===== src/rtl/taxi_episode_ctrl.sv =====
// taxi_episode_ctrl: episode sequencer between the agent handshake and the Taxi step core
module taxi_episode_ctrl #(
    parameter int STEP_LAT  = 1,
    parameter int MAX_STEPS = 200
) (
    input  logic        i_clk,
    input  logic        i_rst_n,
    input  logic        i_start,
    input  logic [8:0]  i_init_state,
    input  logic        i_act_valid,
    input  logic [2:0]  i_act,
    output logic        o_act_ready,
    output logic [8:0]  o_step_state,
    output logic [2:0]  o_step_action,
    input  logic [8:0]  i_step_next_state,
    input  logic [1:0]  i_step_reward,
    input  logic        i_step_terminated,
    output logic        o_obs_valid,
    output logic [8:0]  o_obs_state,
    output logic [1:0]  o_obs_reward,
    output logic        o_obs_terminated,
    output logic        o_obs_truncated,
    output logic        o_obs_illegal,
    output logic [15:0] o_ep_return,
    output logic [7:0]  o_step_count,
    output logic        o_episode_done
);
    typedef enum logic [2:0] {IDLE, READY, WAIT, UPDATE, DONE} state_t;
    localparam int LW = $clog2(STEP_LAT + 1);

    state_t      r_state, w_next;
    logic [LW-1:0] r_lat;
    logic [8:0]  r_cap_state, r_obs_state;
    logic [1:0]  r_cap_reward, r_obs_reward;
    logic        r_cap_term, r_obs_valid, r_term, r_trunc, r_ill;
    logic [2:0]  r_act;
    logic [15:0] r_ret;
    logic [7:0]  r_count;
    logic        w_start, w_take, w_legal, w_lat_done, w_hit_max;
    logic [7:0]  w_cnt_nx;
    logic [16:0] w_delta, w_sum;
    logic [15:0] w_ret_nx;

    // an out-of-range start is treated as no start at all
    assign w_start    = i_start && (i_init_state <= 9'd499);
    assign w_take     = (r_state == READY) && i_act_valid && !w_start;
    assign w_legal    = i_act <= 3'd5;
    assign w_lat_done = r_lat == LW'(STEP_LAT - 1);
    assign w_cnt_nx   = r_count + 8'd1;
    assign w_hit_max  = w_cnt_nx == 8'(MAX_STEPS);
    assign w_delta    = (r_cap_reward == 2'd0) ? 17'h1FFFF :
                        (r_cap_reward == 2'd1) ? 17'h1FFF6 :
                        (r_cap_reward == 2'd2) ? 17'd20 : 17'd0;
    assign w_sum      = {r_ret[15], r_ret} + w_delta;
    assign w_ret_nx   = (w_sum[16] != w_sum[15]) ? (w_sum[16] ? 16'h8000 : 16'h7FFF) : w_sum[15:0];

    // state register
    always_ff @(posedge i_clk or negedge i_rst_n) begin
        if (!i_rst_n) r_state <= IDLE;
        else          r_state <= w_next;
    end

    // next state: start overrides everything, illegal actions stay in READY
    always_comb begin
        w_next = w_start ? READY :
                 (w_take && w_legal) ? WAIT :
                 (r_state == WAIT && w_lat_done) ? UPDATE :
                 (r_state == UPDATE) ? ((r_cap_term || w_hit_max) ? DONE : READY) :
                 r_state;
    end

    // state-decoded outputs
    always_comb begin
        o_act_ready    = r_state == READY;
        o_episode_done = r_state == DONE;
    end

    // step latency counter and core result capture at the end of WAIT
    always_ff @(posedge i_clk or negedge i_rst_n) begin
        if (!i_rst_n) begin
            r_lat        <= '0;
            r_cap_state  <= '0;
            r_cap_reward <= '0;
            r_cap_term   <= 1'b0;
        end else begin
            r_lat <= (r_state == WAIT) ? r_lat + LW'(1) : '0;
            if (r_state == WAIT && w_lat_done) begin
                r_cap_state  <= i_step_next_state;
                r_cap_reward <= i_step_reward;
                r_cap_term   <= i_step_terminated;
            end
        end
    end

    // episode bookkeeping: new episode, action latch, illegal report, step commit
    always_ff @(posedge i_clk or negedge i_rst_n) begin
        if (!i_rst_n) begin
            r_obs_valid  <= 1'b0;
            r_obs_state  <= '0;
            r_obs_reward <= '0;
            r_term       <= 1'b0;
            r_trunc      <= 1'b0;
            r_ill        <= 1'b0;
            r_ret        <= '0;
            r_count      <= '0;
            r_act        <= '0;
        end else begin
            r_obs_valid <= 1'b0;
            if (w_start) begin
                r_obs_state  <= i_init_state;
                r_obs_reward <= '0;
                r_term       <= 1'b0;
                r_trunc      <= 1'b0;
                r_ill        <= 1'b0;
                r_ret        <= '0;
                r_count      <= '0;
            end else if (w_take) begin
                if (w_legal) r_act <= i_act;
                else begin
                    r_obs_valid <= 1'b1;
                    r_ill       <= 1'b1;
                end
            end else if (r_state == UPDATE) begin
                r_obs_valid  <= 1'b1;
                r_obs_state  <= r_cap_state;
                r_obs_reward <= r_cap_reward;
                r_term       <= r_cap_term;
                r_trunc      <= !r_cap_term && w_hit_max;
                r_ill        <= 1'b0;
                r_ret        <= w_ret_nx;
                r_count      <= w_cnt_nx;
            end
        end
    end

    assign o_step_state     = r_obs_state;
    assign o_step_action    = r_act;
    assign o_obs_valid      = r_obs_valid;
    assign o_obs_state      = r_obs_state;
    assign o_obs_reward     = r_obs_reward;
    assign o_obs_terminated = r_term;
    assign o_obs_truncated  = r_trunc;
    assign o_obs_illegal    = r_ill;
    assign o_ep_return      = r_ret;
    assign o_step_count     = r_count;
endmodule


===== config.mk =====
export PLATFORM = sky130hd
export DESIGN_NAME = taxi_episode_ctrl
export DESIGN_NICKNAME = d
export VERILOG_FILES = /design/src/rtl/taxi_episode_ctrl.sv
export SDC_FILE = /design/constraint.sdc
export NUM_CORES = 1
export LEC_CHECK = 0
export CORE_MARGIN = 2
export CORE_UTILIZATION = 60
export DETAILED_ROUTE_END_ITERATION = 6
export DONT_BUFFER_PORTS = 1
export PLACE_DENSITY = 0.8
export REMOVE_ABC_BUFFERS = 1
export SLEW_MARGIN = 25
export SYNTH_ARGS = -nofsm -noshare
export SYNTH_HDL_FRONTEND = slang
export SYNTH_SLANG_ARGS = --single-unit

===== constraint.sdc =====
create_clock -name i_clk -period 3.6 [get_ports i_clk]
set_clock_uncertainty 0.2 [all_clocks]
set_input_delay 0.36 -clock i_clk [delete_from_list [all_inputs] [get_ports i_clk]]
set_output_delay 0.36 -clock i_clk [all_outputs]
set_load 0.03 [all_outputs]

==> results.md, run 1 <==
* Simple-gate portion of the synthesized area at between 10% and 20%
* Worst Setup Start Kind: flop
* Detailed Place HPWL at 5549 um
* Worst rel slew slack at a little over a third
* Proportion of layout cells with a drive suffix above 1 at ~18%
* Final period utilization at about 88%
* Reg2reg setup slack at between 0.4 and 0.5 ns
* Placed cells at 424
* H-tree depth at 3
* Worst setup path start: r_cap_reward[1]
* Largest net degree at the start of global routing at just under 60
* RSZ-0062 raised after global routing: false
* DP Area at roughly 3500 um2
* Fin cells at about 470
* Setup violations, final at 0
* # fillers at 400
* Mux cell area share after synthesis at under 10%
* Xor/xnor cell area share of the yosys netlist at 5.239%
* Via-to-Cell Ratio at slightly above 6
* Asr flop ratio synth at 100.0%
* Cells after Synth at 372
* I/O Pins at about 80
* Hold Path Origin: i_init_state[6]
* First-pass GRT wire length at 13680 um
* Reg2Reg Depth at 11
* Drt drc at 0
* Area Growth Syn to Fin at 15.64%
* Port buffer count at 0
* DRT iter0 DRCs at 240
* Initial antenna violation count at 0
* Library cells used by synthesis at 44
* Worst-path maximum fanout at 15
* Die Wd at 80.24 um
* Largest family of logic cells by synthesized area: compound AO/OA/AOI/OAI gates
* Reg clk slew, reported paths at roughly 0.070 ns
* Crit path depth at 11
* Full die area at 6438 um2
* Nets at approximately 440
* Vias in the first global route at 2812
* Total CTS buffers at 9
* Initial Utilization at between 60% and 70%
* Synth Area in Compound Gates at a little under a quarter
* Worst Hold Class: in2reg
* Least-Margin Pin Slew at roughly 0.95 ns
* Post-layout util at a little over 70%
* Worst-Skew Late Latency at between 0.3 and 0.4 ns
* Mean Syn Cell Area at 9.374 um2
* Crit path kind: reg2reg
* Critical R2R Launch: r_cap_reward[1]
* CTS Root Cell: clkbuf_8
* Initial DRT Pass Iterations at 4
* Hold_ws at roughly 0.015 ns
* CTS tree: done
* Clk buf depth at 2
* Sequential share of the synthesized area at 41.62%
* Routed Antenna Nets at 0
* Number of synthesized flops with an enable pin at 0
* Ys flop type: dfrtp_1
* CP max-delay cell: dfrtp_1
* Placer Congestion at between 0.9 and 1
* Synth Register Bits at 58
* Yosys Warn Count at 0
* CP required at 3.65 ns
* Max-cap violations at 0
* Lkg Pwr at roughly 1.8 nW
* Final Critical Period at 3.179 ns
* Die H at between 80 and 90 um
* Core area at between 5000 and 6000 um2
* Final WS setup at 0.4206 ns
* Diode count at 0
* Worst Path Arrival at approximately 3.2 ns
* Crit path max-delay family: compound AO/OA/AOI/OAI gates
* Synth Cell Area at between 3000 and 4000 um2
* CP peak stage delay at about 0.43 ns
* DR vias at between 2000 and 3000
* Pre-CTS setup slack at approximately 0.45 ns
* Rows at 27
* Design Area, Final at about 4000 um2
* Overall Power at approximately 2.8 mW
* Endpoints failing hold at 0
* TNS Setup at 0 ns
* Status: complete, no violations
* Routed wire length at between 8000 and 9000 um
* Buffers and inverters on the worst path at 2
* CP Cell Sequence: nor2_1 > ha_1 > inv_1 > fa_1 > nor2b_1 > o2111ai_1 > a21oi_2 > o31a_2 > inv_2 > maj3_2 > a21oi_1
* Fmax at about 310 MHz
* GRT Residual Overflow at 0
* Setup bufs post-CTS at 0
* CP Capture Type: flop
* Gr usage total at between 20% and 30%
* Slew Limit Fails at 0
* Drt wl/cell at ~18 um
* Synth Area in Adders at 7.643%
* Clk sinks at 58
* Pwr per Cell Area at approximately 680 nW/um2
* Hold Path Cell Cnt at 2
* Worst ir drop on vdd at between 0.5 and 0.6 mV
==> cell usage in the layout, fill, tap and decap left out, types with 3 or more instances in the layout <==
| cell type | netlist | final |
|---|---|---|
| inv_1 | 5 | 5 |
| o21ai_1 | 11 | 10 |
| dfrtp_1 | 58 | 58 |
| nand4_1 | 7 | 7 |
| o21ai_0 | 26 | 26 |
| and3_1 | 5 | 5 |
| nand2_1 | 40 | 40 |
| nor2b_1 | 3 | 3 |
| xnor2_1 | 9 | 9 |
| maj3_2 | 3 | 3 |
| nor2_1 | 32 | 32 |
| a21oi_1 | 26 | 26 |
| buf_4 | 9 | 7 |
| a31oi_1 | 12 | 12 |
| a211oi_1 | 5 | 5 |
| xor2_1 | 10 | 10 |
| o31ai_1 | 4 | 4 |
| nor3_1 | 3 | 3 |
| ha_1 | 17 | 17 |
| mux2_2 | 12 | 12 |
| nand3_1 | 9 | 9 |
| a21oi_2 | 22 | 22 |
| a21o_1 | 6 | 6 |
| dlygate4sd3_1 | 0 | 26 |
| clkbuf_8 | 0 | 10 |
| bufinv_16 | 0 | 4 |
==> logic make-up (layout without fill, tap and decap cells) <==
kind of cell    Yosys count  count (layout)
compound gates          123             123
simple gates            105             105
flops                    58              58
buf+inv                  33              56
fa+ha+maj                21              21
xor+xnor                 20              20
mux                      12              12
==> final cells by class <==
type / instances / area, um2 / share of cell area, %
well taps: 72 / 90.09 / 2.234
inverters: 6 / 22.52 / 0.5585
clock inverters: 5 / 125.1 / 3.103
multi-input cells: 281 / 1862 / 46.17
repair buffers: 34 / 340.3 / 8.439
flip-flops and latches: 58 / 1451 / 35.99
clock buffers: 11 / 141.4 / 3.506
==> power by group <==
group / total [mW] / internal (mW) / switching (mW)
Sequential: 0.916 / 0.742 / 0.174
Combinational: 1.03 / 0.400 / 0.631
Clock: 0.813 / 0.548 / 0.265
==> worst register-to-register path, cell delays in order (launching register included) <==
cell	delay (ns)
dfrtp_1	0.43
nor2_1	0.18
ha_1	0.21
inv_1	0.07
fa_1	0.42
nor2b_1	0.17
o2111ai_1	0.17
a21oi_2	0.28
o31a_2	0.38
inv_2	0.09
maj3_2	0.31
a21oi_1	0.19
==> metal layers <==
metal | wire length [um] | vias up | global-route usage [%] | part of all wire (%)
met4 | 132 | 0 | 11.02 | 1.6
met1 | 3648 | 1359 | 35.69 | 44
met3 | 589 | 10 | 6.292 | 7.1
met2 | 3972 | 98 | 45.17 | 48
met5 | 0 | - | 0 | 0
li1 | - | 1355 | - | -
==> flip-flops by register name, summed over array words and instances, names as in the netlist, 2 cells and up <==
| signal | flops |
|---|---|
| o_step_count | 8 |
| o_ep_return | 16 |
| r_state | 3 |
| o_obs_reward | 2 |
| r_cap_reward | 2 |
| o_obs_state | 9 |
| o_step_action | 3 |
| r_cap_state | 9 |
==> worst paths after layout <==
path,end
worst max-delay path,o_ep_return[10]
worst min-delay path,o_obs_state[6]
worst max register to register,o_ep_return[10]
worst min register to register,r_cap_state[7]
max in group asynchronous,r_cap_reward[1]
min in group asynchronous,o_ep_return[6]
==> synth_stat cells, types with 2 or more instances <==
cell,n,area share (%)
nor2_1,32,3.4
nand3_1,9,1.3
buf_4,9,1.9
o31ai_1,4,0.86
o21ai_1,11,1.6
a211oi_1,5,1.1
nor2b_1,3,0.54
buf_2,4,0.57
nand4_1,7,1.3
xnor2_1,9,2.3
o21ai_0,26,3.7
and3_1,5,0.90
clkbuf_1,11,1.2
o21a_1,2,0.43
a21oi_2,22,5.5
nand2_1,40,4.3
or3_1,2,0.36
a31oi_1,12,2.2
a21o_1,6,1.3
mux2_2,12,3.9
nand2b_1,2,0.36
xor2_1,10,2.5
inv_1,5,0.54
maj3_2,3,0.97
ha_1,17,6.1
a21oi_1,26,3.7
buf_6,2,0.65
nor3_1,3,0.43
dfrtp_1,58,42
==> timing repair <==
action,4_1_cts,5_1_grt
endpoints found under the hold margin,82,0
gates resized for setup,0,0
hold buffers,27,0
Power figures use the tool's default switching activity.
==> run 2, diff against run 1 <==
--- a/config.mk
+++ b/config.mk
@@ -5,7 +5,6 @@
 export SDC_FILE = /design/constraint.sdc
 export NUM_CORES = 1
 export LEC_CHECK = 0
-export CORE_MARGIN = 2
 export CORE_UTILIZATION = 60
 export DETAILED_ROUTE_END_ITERATION = 6
 export DONT_BUFFER_PORTS = 1
==> results.md, run 2 (synthesis gave the netlist of run 1 again) <==
* Initial Utilization at between 60% and 70%
* Detailed Place HPWL at around 5500 um
* Most common cell after layout, fill and taps aside: dfrtp_1
* Routed wire length at 8405 um
* CP max-delay cell: dfrtp_1
* Worst ir drop on vdd at ~0.4 mV
* Most frequent cells in the layout: dfrtp_1 (58), nand2_1 (40), nor2_1 (32)
* H-tree depth at 3
* Worst-Skew Late Latency at about 0.34 ns
* Post-CTS Hold Fix Bufs at 27
* CP peak stage delay at 0.44 ns
* Fmax at 320.8 MHz
* Drt drc at 0
* Worst-path maximum fanout at 15
* Crit path max-delay family: compound AO/OA/AOI/OAI gates
* First-pass GRT wire length at approximately 14000 um
* Nets at around 440
* Clk sinks at between 50 and 60
* Fin cells at 466
* Area Growth Syn to Fin at 12.70%
* Port buffer count at 0
* Pwr per Cell Area at 632.1 nW/um2
* DR vias at about 2900
* DRT iter0 DRCs at roughly 160
* CTS tree: done
* RSZ-0062 raised after global routing: false
* Critical R2R Launch: r_cap_reward[1]
* Least-Margin Pin Slew at around 0.88 ns
* Worst Hold Class: in2reg
* Largest net degree at the start of global routing at between 50 and 60
* Die H at slightly below 80 um
* Lkg Pwr at around 1.7 nW
* Status: complete, no violations
* Setup violations, final at 0
* Crit path kind: reg2reg
* Placed cells at 423
* Setup bufs post-CTS at 0
* Die Wd at between 70 and 80 um
* Max-cap violations at 0
* Core area at between 5000 and 6000 um2
* Initial DRT Pass Iterations at 4
* Initial antenna violation count at 0
* Final period utilization at between 80% and 90%
* Full die area at between 6000 and 7000 um2
* Design Area, Final at 3930 um2
* Max FFs per register at 16
* Crit path depth at 11
* Worst setup path start: r_cap_reward[1]
* Reg2reg setup slack at between 0.4 and 0.5 ns
* CP Capture Type: flop
* Drt wl/cell at ~18 um
* Reg2Reg Depth at 11
* TNS Setup at 0 ns
* CTS Root Cell: clkbuf_8
* Reg clk slew, reported paths at 0.07 ns
* Buffers and inverters on the worst path at 2
* Final Critical Period at between 3 and 4 ns
* Clk buf depth at 2
* # fillers at 426
* R2R Path End: o_ep_return[10]
* Diode count at 0
* DP Area at roughly 3500 um2
* Critical Path Sink: o_ep_return[10]
* CP required at about 3.7 ns
* Worst Path Arrival at 3.17 ns
* Routed Antenna Nets at 0
* Cts repair resizes at 0
* Via-to-Cell Ratio at roughly 6
* Slew Limit Fails at 0
* Hold Path Origin: i_init_state[6]
* CP Cell Sequence: nor2_1 > ha_1 > inv_1 > fa_1 > nor2b_1 > o2111ai_1 > a21oi_2 > o31a_2 > inv_2 > maj3_2 > a21oi_1
* I/O Pins at 81
* Vias in the first global route at between 2000 and 3000
* GRT Residual Overflow at 0
* Proportion of layout cells with a drive suffix above 1 at roughly 18%
* Placer Congestion at 0.8763
* Endpoints failing hold at 0
* Rows at 27
* Total CTS buffers at 9
* Gr usage total at between 20% and 30%
* Worst Setup Start Kind: flop
* Worst rel slew slack at 41.19%
## run 2: changes by cell type in the layout (fill, tap and decap cells not counted)
cell        change
buf_4           -1
bufinv_16       -4
clkinv_2        +2
clkinvlp_4      +2
## run 2: routing by layer
metal	global-route usage, %	wire length [um]
met1	37.44	3716
met2	49.39	4018
met3	7.442	508
met4	10.74	162
met5	0	0
## run 2: worst min path at each step
stage | to | slack [ns] | cells after the start
after CTS | o_obs_state[6] | 0.0004 | 2
after floorplan | o_ep_return[0] | -0.14 | 0
after global routing | o_obs_valid | 0.04 | 2
after detailed placement | o_ep_return[9] | -0.13 | 0
after global placement | o_ep_return[9] | -0.13 | 0
final | o_obs_state[6] | 0.01 | 2
## run 2: power breakdown
group / leakage [nW] / total [mW] / internal, mW / switching (mW)
clock network: 0.0851 / 0.535 / 0.265 / 0.270
registers: 0.754 / 0.913 / 0.742 / 0.171
logic: 0.872 / 1.04 / 0.398 / 0.638
## run 2: through the flow
| step | hold slack [ns] | worst slack [ns] | power [mW] | util [%] |
|---|---|---|---|---|
| 2_1_floorplan | -0.1356 | 0.5341 | 1.685 | - |
| 3_3_place_gp | -0.1341 | 0.5967 | 1.890 | 62.65 |
| 3_5_place_dp | -0.1339 | 0.4955 | 1.906 | 62.65 |
| 4_1_cts | 0.0003708 | 0.4741 | 2.481 | 70.94 |
| 5_1_grt | 0.03694 | 0.1954 | 2.639 | 70.94 |
| 6_report | 0.009689 | 0.4827 | 2.484 | 70.94 |
## run 2: cell type report
class	count	area (um2)	share of cell area [%]
Multi-Input combinational cell	281	1862	47.37
Sequential cell	58	1451	36.93
Timing Repair Buffer	33	332.8	8.469
Clock buffer	11	141.4	3.598
Tap cell	72	90.09	2.292
Clock inverter	5	30.03	0.7641
Inverter	6	22.52	0.5731
